==> src/rtl/serial_queue_pkg.sv <==
// serial_queue_pkg: byte width and deserializer states shared by the serial queue.
package serial_queue_pkg;
    localparam int BYTE_W = 8;
    typedef enum logic [2:0] {IDLE, ALIGN, SHIFT, COMMIT, WAIT_RELEASE} deser_state_t;
endpackage

==> src/rtl/queue_mem.sv <==
// queue_mem: DEPTH x byte register file, synchronous write, combinational read, no storage reset.
module queue_mem
    import serial_queue_pkg::*;
#(
    parameter int DEPTH = 8,
    parameter int AW    = $clog2(DEPTH)
) (
    input  logic              i_clk,
    input  logic              i_we,
    input  logic [AW-1:0]     i_waddr,
    input  logic [BYTE_W-1:0] i_wdata,
    input  logic [AW-1:0]     i_raddr,
    output logic [BYTE_W-1:0] o_rdata
);
    logic [BYTE_W-1:0] r_mem [DEPTH];

    always_ff @(posedge i_clk) begin
        if (i_we) r_mem[i_waddr] <= i_wdata;
    end

    assign o_rdata = r_mem[i_raddr];
endmodule

==> src/rtl/serial_queue_ctrl.sv <==
// serial_queue_ctrl: synchronizes serial pins, deserializes MSB-first bytes and
// arbitrates push/pop on an 8-deep byte queue with occupancy and error flags.
module serial_queue_ctrl
    import serial_queue_pkg::*;
#(
    parameter int DEPTH      = 8,
    parameter int BIT_CYCLES = 10
) (
    input  logic                       clock1M,
    input  logic                       reset,
    input  logic                       data_in,
    input  logic                       write_in,
    input  logic                       dequeue_in,
    output logic [BYTE_W-1:0]          data_out,
    output logic                       status_out,
    output logic                       empty_out,
    output logic [$clog2(DEPTH+1)-1:0] count_out,
    output logic                       overflow_out,
    output logic                       underflow_out
);
    localparam int AW = $clog2(DEPTH);
    localparam int CW = $clog2(DEPTH + 1);
    localparam int TW = $clog2(BIT_CYCLES);

    logic [1:0]        r_din_s, r_wr_s, r_dq_s;
    logic              r_wr_d, r_dq_d;
    deser_state_t      r_state, w_state_nxt;
    logic [TW-1:0]     r_tmr, w_tmr_nxt;
    logic [2:0]        r_bits, w_bits_nxt;
    logic [BYTE_W-1:0] r_shift, w_shift_nxt, w_head;
    logic [AW-1:0]     r_wptr, r_rptr;
    logic [CW-1:0]     r_count, w_count_nxt;
    logic              w_din, w_wr, w_wr_rise, w_sample;
    logic              w_push, w_pop, w_full, w_empty, w_push_ok, w_pop_ok;

    assign w_din     = r_din_s[1];
    assign w_wr      = r_wr_s[1];
    assign w_wr_rise = w_wr & ~r_wr_d;
    assign w_pop     = r_dq_s[1] & ~r_dq_d;
    assign w_push    = (r_state == COMMIT);

    // First sample closes ALIGN so samples land BIT_CYCLES/2 + k*BIT_CYCLES after the rise.
    always_comb begin
        w_sample    = (r_state == ALIGN && r_tmr == TW'(BIT_CYCLES / 2 - 2)) ||
                      (r_state == SHIFT && r_tmr == TW'(BIT_CYCLES - 1));
        w_state_nxt = r_state;
        w_tmr_nxt   = r_tmr + 1'b1;
        w_bits_nxt  = r_bits;
        w_shift_nxt = r_shift;
        case (r_state)
            IDLE: begin
                w_tmr_nxt   = '0;
                w_bits_nxt  = '0;
                w_state_nxt = w_wr_rise ? ALIGN : IDLE;
            end
            ALIGN, SHIFT: begin
                if (!w_wr) begin
                    w_state_nxt = IDLE;
                end else if (w_sample) begin
                    w_tmr_nxt   = '0;
                    w_bits_nxt  = r_bits + 1'b1;
                    w_shift_nxt = {r_shift[BYTE_W-2:0], w_din};
                    w_state_nxt = (r_bits == 3'(BYTE_W - 1)) ? COMMIT : SHIFT;
                end
            end
            COMMIT:       w_state_nxt = WAIT_RELEASE;
            WAIT_RELEASE: w_state_nxt = w_wr ? WAIT_RELEASE : IDLE;
            default:      w_state_nxt = IDLE;
        endcase
    end

    // A full queue still takes a push when a pop frees the head slot in the same cycle.
    assign w_full      = (r_count == CW'(DEPTH));
    assign w_empty     = (r_count == '0);
    assign w_pop_ok    = w_pop & ~w_empty;
    assign w_push_ok   = w_push & (~w_full | w_pop_ok);
    assign w_count_nxt = r_count + CW'(w_push_ok) - CW'(w_pop_ok);
    assign count_out   = r_count;

    always_ff @(posedge clock1M or negedge reset) begin
        if (!reset) begin
            r_din_s       <= '0;
            r_wr_s        <= '0;
            r_dq_s        <= '0;
            r_wr_d        <= 1'b0;
            r_dq_d        <= 1'b0;
            r_state       <= IDLE;
            r_tmr         <= '0;
            r_bits        <= '0;
            r_shift       <= '0;
            r_wptr        <= '0;
            r_rptr        <= '0;
            r_count       <= '0;
            data_out      <= '0;
            status_out    <= 1'b0;
            empty_out     <= 1'b1;
            overflow_out  <= 1'b0;
            underflow_out <= 1'b0;
        end else begin
            r_din_s       <= {r_din_s[0], data_in};
            r_wr_s        <= {r_wr_s[0], write_in};
            r_dq_s        <= {r_dq_s[0], dequeue_in};
            r_wr_d        <= w_wr;
            r_dq_d        <= r_dq_s[1];
            r_state       <= w_state_nxt;
            r_tmr         <= w_tmr_nxt;
            r_bits        <= w_bits_nxt;
            r_shift       <= w_shift_nxt;
            r_wptr        <= r_wptr + AW'(w_push_ok);
            r_rptr        <= r_rptr + AW'(w_pop_ok);
            r_count       <= w_count_nxt;
            data_out      <= w_pop_ok ? w_head : data_out;
            status_out    <= (w_count_nxt == CW'(DEPTH));
            empty_out     <= (w_count_nxt == '0);
            overflow_out  <= w_push & w_full & ~w_pop;
            underflow_out <= w_pop & w_empty;
        end
    end

    queue_mem #(.DEPTH(DEPTH), .AW(AW)) u_mem (
        .i_clk   (clock1M),
        .i_we    (w_push_ok),
        .i_waddr (r_wptr),
        .i_wdata (r_shift),
        .i_raddr (r_rptr),
        .o_rdata (w_head)
    );
endmodule

==> config.mk <==
export PLATFORM = sky130hd
export DESIGN_NAME = serial_queue_ctrl
export DESIGN_NICKNAME = d
export VERILOG_FILES = /design/src/rtl/serial_queue_pkg.sv /design/src/rtl/queue_mem.sv /design/src/rtl/serial_queue_ctrl.sv
export SDC_FILE = /design/constraint.sdc
export NUM_CORES = 1
export LEC_CHECK = 0
export CAP_MARGIN = 15
export CORE_UTILIZATION = 40
export CTS_BUF_LIST = sky130_fd_sc_hd__clkbuf_8
export CTS_CLUSTER_DIAMETER = 120
export DETAILED_ROUTE_END_ITERATION = 16
export HOLD_SLACK_MARGIN = 0.08
export PLACE_DENSITY = 0.64
export SKIP_LAST_GASP = 1
export SYNTH_ARGS = -nofsm -noshare
export SYNTH_HDL_FRONTEND = slang
export SYNTH_SLANG_ARGS = --single-unit
==> constraint.sdc <==
create_clock -name clock1M -period 8 [get_ports clock1M]
set_clock_uncertainty 0.1 [all_clocks]
set_input_delay 1.6 -clock clock1M [delete_from_list [all_inputs] [get_ports clock1M]]
set_output_delay 1.6 -clock clock1M [all_outputs]
set_load 0.05 [all_outputs]
==> results of run 1 <==
layer usage:
metal  GRT usage  part of all wire  vias to the layer above
met4      0.0646             0.019                        0
li1            -                 -                     1117
met5           0                 0                        -
met3      0.0217             0.022                       10
met2       0.224              0.46                       29
met1       0.190              0.49                     1141
sequential cells by signal, summed over array words and instances (netlist names):
| register | flops |
|---|---|
| u_mem.r_mem | 64 |
| data_out | 8 |
| r_shift | 8 |
| count_out | 4 |
| r_tmr | 4 |
| r_bits | 3 |
| r_rptr | 3 |
| r_state | 3 |
| r_wptr | 3 |
| r_din_s | 2 |
| r_dq_s | 2 |
| r_wr_s | 2 |
| empty_out | 1 |
| overflow_out | 1 |
| r_dq_d | 1 |
| r_wr_d | 1 |
| status_out | 1 |
| underflow_out | 1 |
logic make-up after synthesis:
family	Yosys count	share of synthesized area
xor+xnor	7	0.0136
fa+ha+maj	13	0.0378
simple gates	55	0.0685
flops	112	0.695
mux	40	0.0954
compound gates	39	0.0595
buf+inv	30	0.0303
cells in the mapped netlist, types with 2 or more instances:
cell / instances / share of area
a21oi_1: 6 / 0.0067
a22oi_1: 16 / 0.027
and2_1: 2 / 0.0028
buf_1: 2 / 0.0017
buf_2: 4 / 0.0045
clkbuf_1: 3 / 0.0025
dfrtp_1: 47 / 0.26
edfxtp_1: 64 / 0.43
ha_1: 12 / 0.033
inv_1: 19 / 0.016
mux2_2: 3 / 0.0075
mux2_4: 5 / 0.017
mux2i_1: 32 / 0.071
nand2_1: 9 / 0.0075
nand2b_1: 5 / 0.0070
nand3_1: 10 / 0.011
nor2_1: 16 / 0.013
nor2b_1: 3 / 0.0042
nor3_1: 3 / 0.0033
o21ai_0: 9 / 0.010
o31ai_1: 4 / 0.0067
xnor2_1: 2 / 0.0039
xor2_1: 5 / 0.0097
path summary, 6_finish.rpt:
path                                        start                   end  slack [ns]
max                           empty_out$_DFF_PN1_             empty_out        4.62
min                          r_din_s[0]$_DFF_PN0_  r_din_s[1]$_DFF_PN0_        0.26
max reg2reg                count_out[2]$_DFF_PN0_   empty_out$_DFF_PN1_        5.24
min reg2reg                  r_din_s[0]$_DFF_PN0_  r_din_s[1]$_DFF_PN0_        0.26
max in group asynchronous                   reset   empty_out$_DFF_PN1_        6.14
min in group asynchronous                   reset   r_wr_s[0]$_DFF_PN0_        1.07
power groups by stage:
| stage | combinational (uW) | sequential [uW] | clock [uW] |
|---|---|---|---|
| global route | 524 | 700 | 353 |
| finish | 474 | 691 | 322 |
| global placement | 470 | 702 | 0 |
| CTS | 480 | 692 | 330 |
| detailed placement | 478 | 705 | 0 |
| floorplan | 241 | 812 | 0 |
per-stage QoR:
step	power (uW)	hold WS [ns]
after floorplan	1050	0.231
after global placement	1170	0.233
after detailed placement	1180	0.238
after CTS	1500	0.261
after global routing	1580	0.266
final	1490	0.258
layout make-up:
| type | instances | area [sq um] | area share |
|---|---|---|---|
| Sequential cell | 112 | 3120 | 0.620 |
| Timing Repair Buffer | 25 | 245 | 0.0486 |
| Clock buffer | 9 | 124 | 0.0246 |
| Inverter | 19 | 71.3 | 0.0141 |
| Tap cell | 140 | 175 | 0.0347 |
| Multi-Input combinational cell | 154 | 1240 | 0.245 |
| Clock inverter | 7 | 65.1 | 0.0129 |
==> summary.txt, run 1 <==
Timing
  • Crit path time final: 3.38 ns
  • Slew Viols, Final: 0
  • Fmax: 296 MHz
  • Unrepaired setup endpoints after global routing: no
  • Slew @ Worst Pin: 0.828 ns
  • Final WS setup: 4.62 ns
  • Final Hold Fails: 0
  • Final period utilization: 0.422
  • Final setup fails: 0
  • Slew headroom: 0.446
  • Fin Setup TNS: 0 ns

Synthesis
  • Asr flop ratio synth: 0.429
  • Mapped Area: 4500 sq um
  • Seq/Total Area, Yosys: 0.695
  • Most used flip-flop cell after synthesis: edfxtp_1
  • Number of synthesis warnings: 0
  • Synth unique cells: 38
  • FF+latch count, synth: 112
  • Syn_area_per_cell: 15.2 sq um
  • EDFF count, synth: 64
  • Mapped Cells: 296
  • Synthesized Nets: 314

Job
  • Number of max-cap violations: 0

Clock network
  • Worst-Skew Late Latency: 0.36 ns
  • CTS sink cnt: 112
  • Worst-path clk slew: 0.09 ns
  • CTS tree: built
  • Postcts setup bufs: 0
  • CTS hold repair buffers: 0
  • Max H-tree Level: 3
  • Cts repair resizes: 0
  • Clock root cell: clkbuf_8
  • Clk buf depth: 2
  • CTS buffer count: 9

Final layout
  • Commonest non-fill, non-tap cells in the layout: edfxtp_1, dfrtp_1, mux2i_1
  • Layout cell share with drive strength beyond 1: 0.0982
  • Commonest non-fill, non-tap cell in the layout: edfxtp_1
  • Synthesis-to-finish area growth: 12.1%
  • Nets: 339
  • N_diodes: 0
  • Layout filler cell count: 979
  • Final core occ: 0.463
  • Post-route cell area: 5040 sq um
  • Non-Filler Instances: 466

Worst setup path
  • CP max-delay cell: clkdlybuf4s50_1
  • Crit path launch type: flop
  • CP arrival: 1.68 ns
  • Max FO, Critical Path: 1
  • CP endpoint kind: output port
  • R2r worst-path depth: 12
  • Req. time, crit path: 6.30 ns
  • WP buf/inv: 1
  • Cell depth of the worst setup path: 1
  • Worst path cell trace: clkdlybuf4s50_1
  • Max stage delay on crit path: 0.79 ns
  • Delay-heaviest family, CP: buffers and inverters
  • CP Class: flop to output port

Pwr
  • Static Leak: 0.00203 uW
  • PD cells: 295 nW/um^2
  • Gate power share: 0.319
  • Peak supply drop: 0.228 mV
  • Switching share of power: 0.343
  • Pint: 978 uW
  • P_sw: 510 uW
  • Clock Power Share: 0.216
  • Sequential share of power: 0.465

Place
  • Hpwl dp: 4850 microns
  • Port bufs: 20
  • Dpl cell area: 4820 sq um
  • GP Congestion: 0.737
  • Cell Count Post-Placement: 448
  • Dpl ws: 4.99 ns

Global route
  • Total global routing overflow: 0
  • Largest net degree at the start of global routing: 49
  • First-pass GRT wire length: 12400 microns
  • Vias in the first global route: 2413
  • GRT Overall Usage: 0.141
  • Initial antenna violation count: 0

Detailed routing
  • DRT Pass-1 Iters: 4
  • DR vias: 2297
  • Drt wl/cell: 15.5 microns
  • Final WL: 7240 microns
  • DRC viols: 0
  • Vias/cell: 4.93
  • Post-DRT Antenna Nets: 0
  • 1st-iter DRT viols: 99

Die
  • Initial Util: 0.413
  • Row cnt: 38
  • Die height: 108 microns
  • # IOs: 21
  • Area of the core: 10900 sq um
  • Area of the die: 11700 sq um
  • Die W: 108 microns

Hold path
  • Worst hold stages: 0
  • Worst min path class: flop to flop

Run status
  • Status: complete, no violations
(Power assumes the default switching activity.)
==> run 2: changes to the inputs <==
- clock period: 8 -> 3.3 ns (I/O delays scaled with it)
==> run 2 against run 1 <==
Compared with the run above:
- cell area is 1.2% higher
- sequential power is 140% higher
- critical path depth is 11 higher
- critical path type is now flop to flop
- clock power grew to 2.8 times the previous value
- sequential share of layout area is 0.74 points lower
- worst setup slack worse by 4.0 ns
==> summary.txt, run 2 (synthesized netlist as in run 1, its figures left out) <==
Timing
  • Fin Setup TNS: 0 ns (unchanged)
  • Unrepaired setup endpoints after global routing: no
  • Crit path time final: 2.69 ns
  • Fmax: 372 MHz
  • Final period utilization: 0.815
  • Slew headroom: 0.519 (+0.0726)
  • Slew @ Worst Pin: 0.720 ns (-0.108 ns)
  • Slew Viols, Final: 0 (unchanged)
  • Final setup fails: 0 (unchanged)
  • Final Hold Fails: 0 (unchanged)
  • Final WS setup: 0.609 ns (-4.01 ns)

Final layout
  • Post-route cell area: 5100 sq um (+1.2%)
  • Commonest non-fill, non-tap cell in the layout: edfxtp_1
  • N_diodes: 0 (unchanged)
  • Largest regs: u_mem.r_mem (64), data_out (8), r_shift (8)
  • FF+latch area: 3120 sq um (unchanged)
  • Synthesis-to-finish area growth: 13.5%
  • Nets: 342 (+0.88%)
  • Multi-input gate area: 1240 sq um (unchanged)
  • Layout filler cell count: 973 (-0.61%)
  • Final core occ: 0.469 (+0.00563)
  • Max reg flops: 64 (unchanged)
  • Commonest non-fill, non-tap cells in the layout: edfxtp_1, dfrtp_1, mux2i_1
  • Layout cell share with drive strength beyond 1: 0.112 (+0.0143)
  • Largest Register: u_mem.r_mem

Die
  • Initial Util: 0.413 (unchanged)
  • Die height: 108 microns (unchanged)
  • Row cnt: 38 (unchanged)
  • Area of the core: 10900 sq um (unchanged)
  • Area of the die: 11700 sq um (unchanged)
  • Die W: 108 microns (unchanged)
  • # IOs: 21 (unchanged)

Worst setup path
  • CP arrival: 2.89 ns (+1.21 ns)
  • CP Class: flop to flop
  • Critical path origin: count_out[2]$_DFF_PN0_
  • Req. time, crit path: 3.50 ns (-2.80 ns)
  • Worst r2r src: count_out[2]$_DFF_PN0_
  • Crit path launch type: flop
  • Max FO, Critical Path: 19 (+18)
  • CP endpoint kind: flop
  • R2r setup slk: 0.61 ns (-4.63 ns)

Place
  • Hpwl dp: 4610 microns (-5.0%)
  • Dpl ws: 0.644 ns (-4.35 ns)
  • Port bufs: 20 (unchanged)
  • Dpl cell area: 4850 sq um (+0.62%)
  • GP Congestion: 0.750 (+1.7%)

Detailed routing
  • DRT Pass-1 Iters: 4 (unchanged)
  • DR vias: 2260 (-1.6%)
  • 1st-iter DRT viols: 117 (+18%)
  • DRC viols: 0 (unchanged)
  • Vias/cell: 4.82 (-2.2%)
  • Drt wl/cell: 14.9 microns (-4.4%)
  • Final WL: 6970 microns (-3.8%)
  • Post-DRT Antenna Nets: 0 (unchanged)

Clock network
  • CTS sink cnt: 112 (unchanged)
  • Max H-tree Level: 3 (unchanged)
  • CTS hold repair buffers: 0 (unchanged)
  • CTS tree: built
  • Cts repair resizes: 0 (unchanged)
  • Worst-Skew Late Latency: 0.36 ns (about the same)
  • CTS buffer count: 9 (unchanged)
  • Clk buf depth: 2 (unchanged)
  • Clock root cell: clkbuf_8
  • Worst-path clk slew: 0.10 ns (about the same)
  • Postcts setup bufs: 0 (unchanged)

Pwr
  • Pwr Total: 3730 uW (+150%)
  • Switching share of power: 0.336 (-0.00711)
  • Static Leak: 0.00207 uW (+1.8%)
  • Pint: 2480 uW (+150%)
  • P_sw: 1250 uW (+150%)
  • Peak supply drop: 0.613 mV (+170%)
  • Clock Power Share: 0.239 (+0.023)
  • PD cells: 731 nW/um^2 (+150%)
  • Gate power share: 0.310 (-0.009)
  • Sequential share of power: 0.450 (-0.015)

Global route
  • Total global routing overflow: 0 (unchanged)
  • Met3 GRT Util: 0.0199 (-0.00181)
  • Met2 Usage GRT: 0.204 (-0.0205)
  • Met1 Use GR: 0.188 (-0.00208)
  • Initial antenna violation count: 0 (unchanged)
  • Largest net degree at the start of global routing: 49 (unchanged)
  • GRT Overall Usage: 0.135 (-0.00622)
  • Global route hottest layer: met2
  • First-pass GRT wire length: 11800 microns (-4.9%)
  • Vias in the first global route: 2243 (-7.0%)

Job
  • Number of max-cap violations: 0 (unchanged)

Hold path
  • Worst min path class: input port to asynchronous set/reset pin

Run status
  • Status: complete, no violations
## run 2: cell types whose count changed in the layout (fill, tap and decap cells not counted)
cell	previous run	this run
buf_4	3	7
clkinvlp_4	2	0
inv_1	21	19
inv_6	0	2
bufinv_16	1	2
clkbuf_4	1	0
clkbuf_8	9	10
## run 2: metrics by stage
stage | instances | hold slack (ns)
after floorplan | 296 | 0.231
after global placement | 452 | 0.232
after detailed placement | 452 | 0.238
after CTS | 468 | 0.262
after global routing | 469 | 0.105
final | 469 | 0.103
## run 2: power groups by stage
stage | Clock [uW] | Combinational [uW] | Sequential [uW]
finish | 893 | 1160 | 1680
global route | 975 | 1260 | 1700
CTS | 923 | 1170 | 1680
detailed placement | 0 | 1160 | 1710
global placement | 0 | 1150 | 1700
floorplan | 0 | 584 | 1970
## run 2: final cells by class
cell class / instances / share of cell area
clock buffer: 10 / 0.0270
inverter: 19 / 0.0140
multi-input combinational: 154 / 0.242
sequential: 112 / 0.612
tap: 140 / 0.0343
clock inverter: 6 / 0.0177
timing repair buffer: 28 / 0.0525
## run 2: path summary, 6_finish.rpt
| kind | endpoint | cells past startpoint |
|---|---|---|
| setup / recovery | status_out$_DFF_PN0_ | 12 |
| hold / removal | r_tmr[3]$_DFF_PN0_ | 1 |
| setup reg to reg | status_out$_DFF_PN0_ | 12 |
| hold reg to reg | r_din_s[1]$_DFF_PN0_ | 0 |
| max in group asynchronous | empty_out$_DFF_PN1_ | 2 |
| min in group clock1M | r_din_s[1]$_DFF_PN0_ | 0 |
## run 2: worst max-delay path, stage by stage (launching register included)
cell and delay [ns]:
dfrtp_1 0.36, inv_1 0.07, ha_1 0.23, a21oi_1 0.17, buf_4 0.25, nand2_1 0.11
nand2_1 0.09, ha_1 0.17, inv_1 0.06, fa_1 0.47, inv_1 0.05, or3_1 0.38
nor2b_1 0.11
## run 2: routing by layer
| layer | wire [microns] | vias to the layer above |
|---|---|---|
| met2 | 3230 | 31 |
| met1 | 3480 | 1095 |
| li1 | - | 1126 |
| met3 | 135 | 8 |
| met5 | 0 | - |
| met4 | 122 | 0 |
==> run 3: changes to the inputs <==
- clock period: 3.3 -> 2.7 ns (I/O delays scaled with it)
==> run 3 against run 2 <==
Compared with the run above:
- highest routed layer unchanged
- sequential share of layout area hardly changed
- cell area grew 0.17%
- largest cell class unchanged
- die area did not move
- total power increased by 19%
- largest power group unchanged
- fmax grew 6.5%
- wire length increased by 8.5%
==> summary.txt, run 3 (synthesized netlist as in run 1, its figures left out) <==
Run status
  • Status: complete, no violations

Clock network
  • Clock root cell: clkbuf_8
  • Worst-path clk slew: 0.10 ns (about the same)
  • CTS tree: built
  • Clk buf depth: 2 (unchanged)
  • CTS sink cnt: 112 (unchanged)
  • Max H-tree Level: 3 (unchanged)
  • Postcts setup bufs: 0 (unchanged)
  • Cts repair resizes: 0 (unchanged)
  • CTS buffer count: 9 (unchanged)
  • CTS hold repair buffers: 0 (unchanged)
  • Worst-Skew Late Latency: 0.36 ns (about the same)

Worst setup path
  • Max stage delay on crit path: 0.47 ns (about the same)
  • CP Class: flop to flop
  • Delay-heaviest family, CP: adder cells
  • CP endpoint kind: flop
  • CP arrival: 2.72 ns (-0.17 ns)
  • Req. time, crit path: 2.90 ns (-0.60 ns)
  • WP buf/inv: 3 (-1)
  • CP max-delay cell: fa_1
  • Worst path cell trace: inv_2 -> ha_1 -> a21oi_2 -> a211o_1 -> nand2_1 -> ha_1 -> inv_1 -> fa_1 -> inv_1 -> or3_1 -> nor2b_1
  • Max FO, Critical Path: 3 (-16)
  • Crit path launch type: flop

Detailed routing
  • DRC viols: 0 (unchanged)
  • DRT Pass-1 Iters: 4 (unchanged)
  • Final WL: 7560 microns (+8.5%)
  • Post-DRT Antenna Nets: 0 (unchanged)
  • Drt wl/cell: 15.9 microns (+7.2%)
  • 1st-iter DRT viols: 105 (-10%)
  • Vias/cell: 4.96 (+2.9%)
  • DR vias: 2356 (+4.2%)

Die
  • Die W: 108 microns (unchanged)
  • Row cnt: 38 (unchanged)
  • Area of the core: 10900 sq um (unchanged)
  • Area of the die: 11700 sq um (unchanged)
  • Die height: 108 microns (unchanged)
  • # IOs: 21 (unchanged)
  • Initial Util: 0.413 (unchanged)

Place
  • GP Congestion: 0.814 (+8.5%)
  • Hpwl dp: 4960 microns (+7.6%)
  • Port bufs: 20 (unchanged)

Final layout
  • Final core occ: 0.469 (+0.000804)
  • Max reg flops: 64 (unchanged)
  • Commonest non-fill, non-tap cells in the layout: edfxtp_1, dfrtp_1, mux2i_1
  • FF+latch area: 3130 sq um (+0.16%)
  • Layout filler cell count: 940 (-3.4%)
  • N_diodes: 0 (unchanged)
  • Largest regs: u_mem.r_mem (64), data_out (8), r_shift (8)
  • Commonest non-fill, non-tap cell in the layout: edfxtp_1
  • Largest Register: u_mem.r_mem
  • Layout cell share with drive strength beyond 1: 0.149 (+0.0368)
  • Synthesis-to-finish area growth: 13.7%
  • Nets: 348 (+1.8%)
  • Multi-input gate area: 1250 sq um (+0.91%)

Timing
  • Hold WS: 0.200 ns (+0.0972 ns)
  • Final Hold Fails: 0 (unchanged)
  • Slew Viols, Final: 0 (unchanged)
  • Crit path time final: 2.53 ns (-0.165 ns)
  • Slew headroom: 0.407 (-0.112)
  • Fmax: 396 MHz (+6.5%)
  • Fin Setup TNS: 0 ns (unchanged)
  • Final setup fails: 0 (unchanged)
  • Final period utilization: 0.935 (+0.120)
  • Unrepaired setup endpoints after global routing: no
  • Slew @ Worst Pin: 0.890 ns (+0.170 ns)

Global route
  • Initial antenna violation count: 0 (unchanged)
  • GRT Overall Usage: 0.141 (+0.00658)
  • Total global routing overflow: 0 (unchanged)
  • Largest net degree at the start of global routing: 39 (-20%)
  • First-pass GRT wire length: 12300 microns (+4.8%)
  • Vias in the first global route: 2383 (+6.2%)

Pwr
  • Peak supply drop: 0.864 mV (+41%)
  • PD cells: 870 nW/um^2 (+19%)
  • Static Leak: 0.00207 uW (+0.17%)

Job
  • Number of max-cap violations: 0 (unchanged)

Hold path
  • Worst min path class: input port to asynchronous set/reset pin
## run 3: changes by cell type in the layout (fill, tap and decap cells not counted), sizes merged
| cell | previous run | this run |
|---|---|---|
| buf | 9 | 15 |
| clkinvlp | 0 | 2 |
| bufinv | 2 | 1 |
| clkbuf | 10 | 9 |
| clkinv | 2 | 3 |
| inv | 21 | 20 |
## run 3: worst paths after layout
path,startpoint,end,slack [ns],cells after the start
min in group clock1M,r_dq_s[0]$_DFF_PN0_,r_dq_s[1]$_DFF_PN0_,0.25,0
setup / recovery,count_out[2]$_DFF_PN0_,status_out$_DFF_PN0_,0.17,11
max in group asynchronous,reset,data_out[2]$_DFFE_PN0P_,1.61,2
hold / removal,reset,r_bits[1]$_DFFE_PN0P_,0.20,1
setup reg to reg,count_out[2]$_DFF_PN0_,status_out$_DFF_PN0_,0.17,11
hold reg to reg,r_dq_s[0]$_DFF_PN0_,r_dq_s[1]$_DFF_PN0_,0.25,0
## run 3: per-layer routing
metal / global-route usage / up-vias / wire [microns]
met5: 0 / - / 0
met4: 0.0587 / 0 / 106
met3: 0.0301 / 8 / 230
met2: 0.220 / 32 / 3550
met1: 0.192 / 1176 / 3680
li1: - / 1140 / -
## run 3: power by group
part	leakage [uW]	switching [uW]	total [uW]	internal, uW
clock network	0.0000962	527	948	421
registers	0.00121	120	2070	1950
logic	0.000773	891	1430	539
## run 3: layout make-up
cell class / instances / share of cell area
Tap cell: 140 / 0.0343
Timing Repair Buffer: 34 / 0.0588
Sequential cell: 112 / 0.612
Inverter: 19 / 0.0140
Clock inverter: 7 / 0.0125
Clock buffer: 9 / 0.0242
Multi-Input combinational cell: 154 / 0.244
## run 3: through the flow
stage               setup WS (ns)  instance area [sq um]  power (uW)  cells
floorplan                  0.0170                   4510        3130    296
global placement            0.244                   4910        3500    459
detailed placement          0.147                   4910        3530    459
CTS                         0.111                   5100        4490    475
global route               0.0580                   5110        4700    475
finish                      0.174                   5110        4450    475
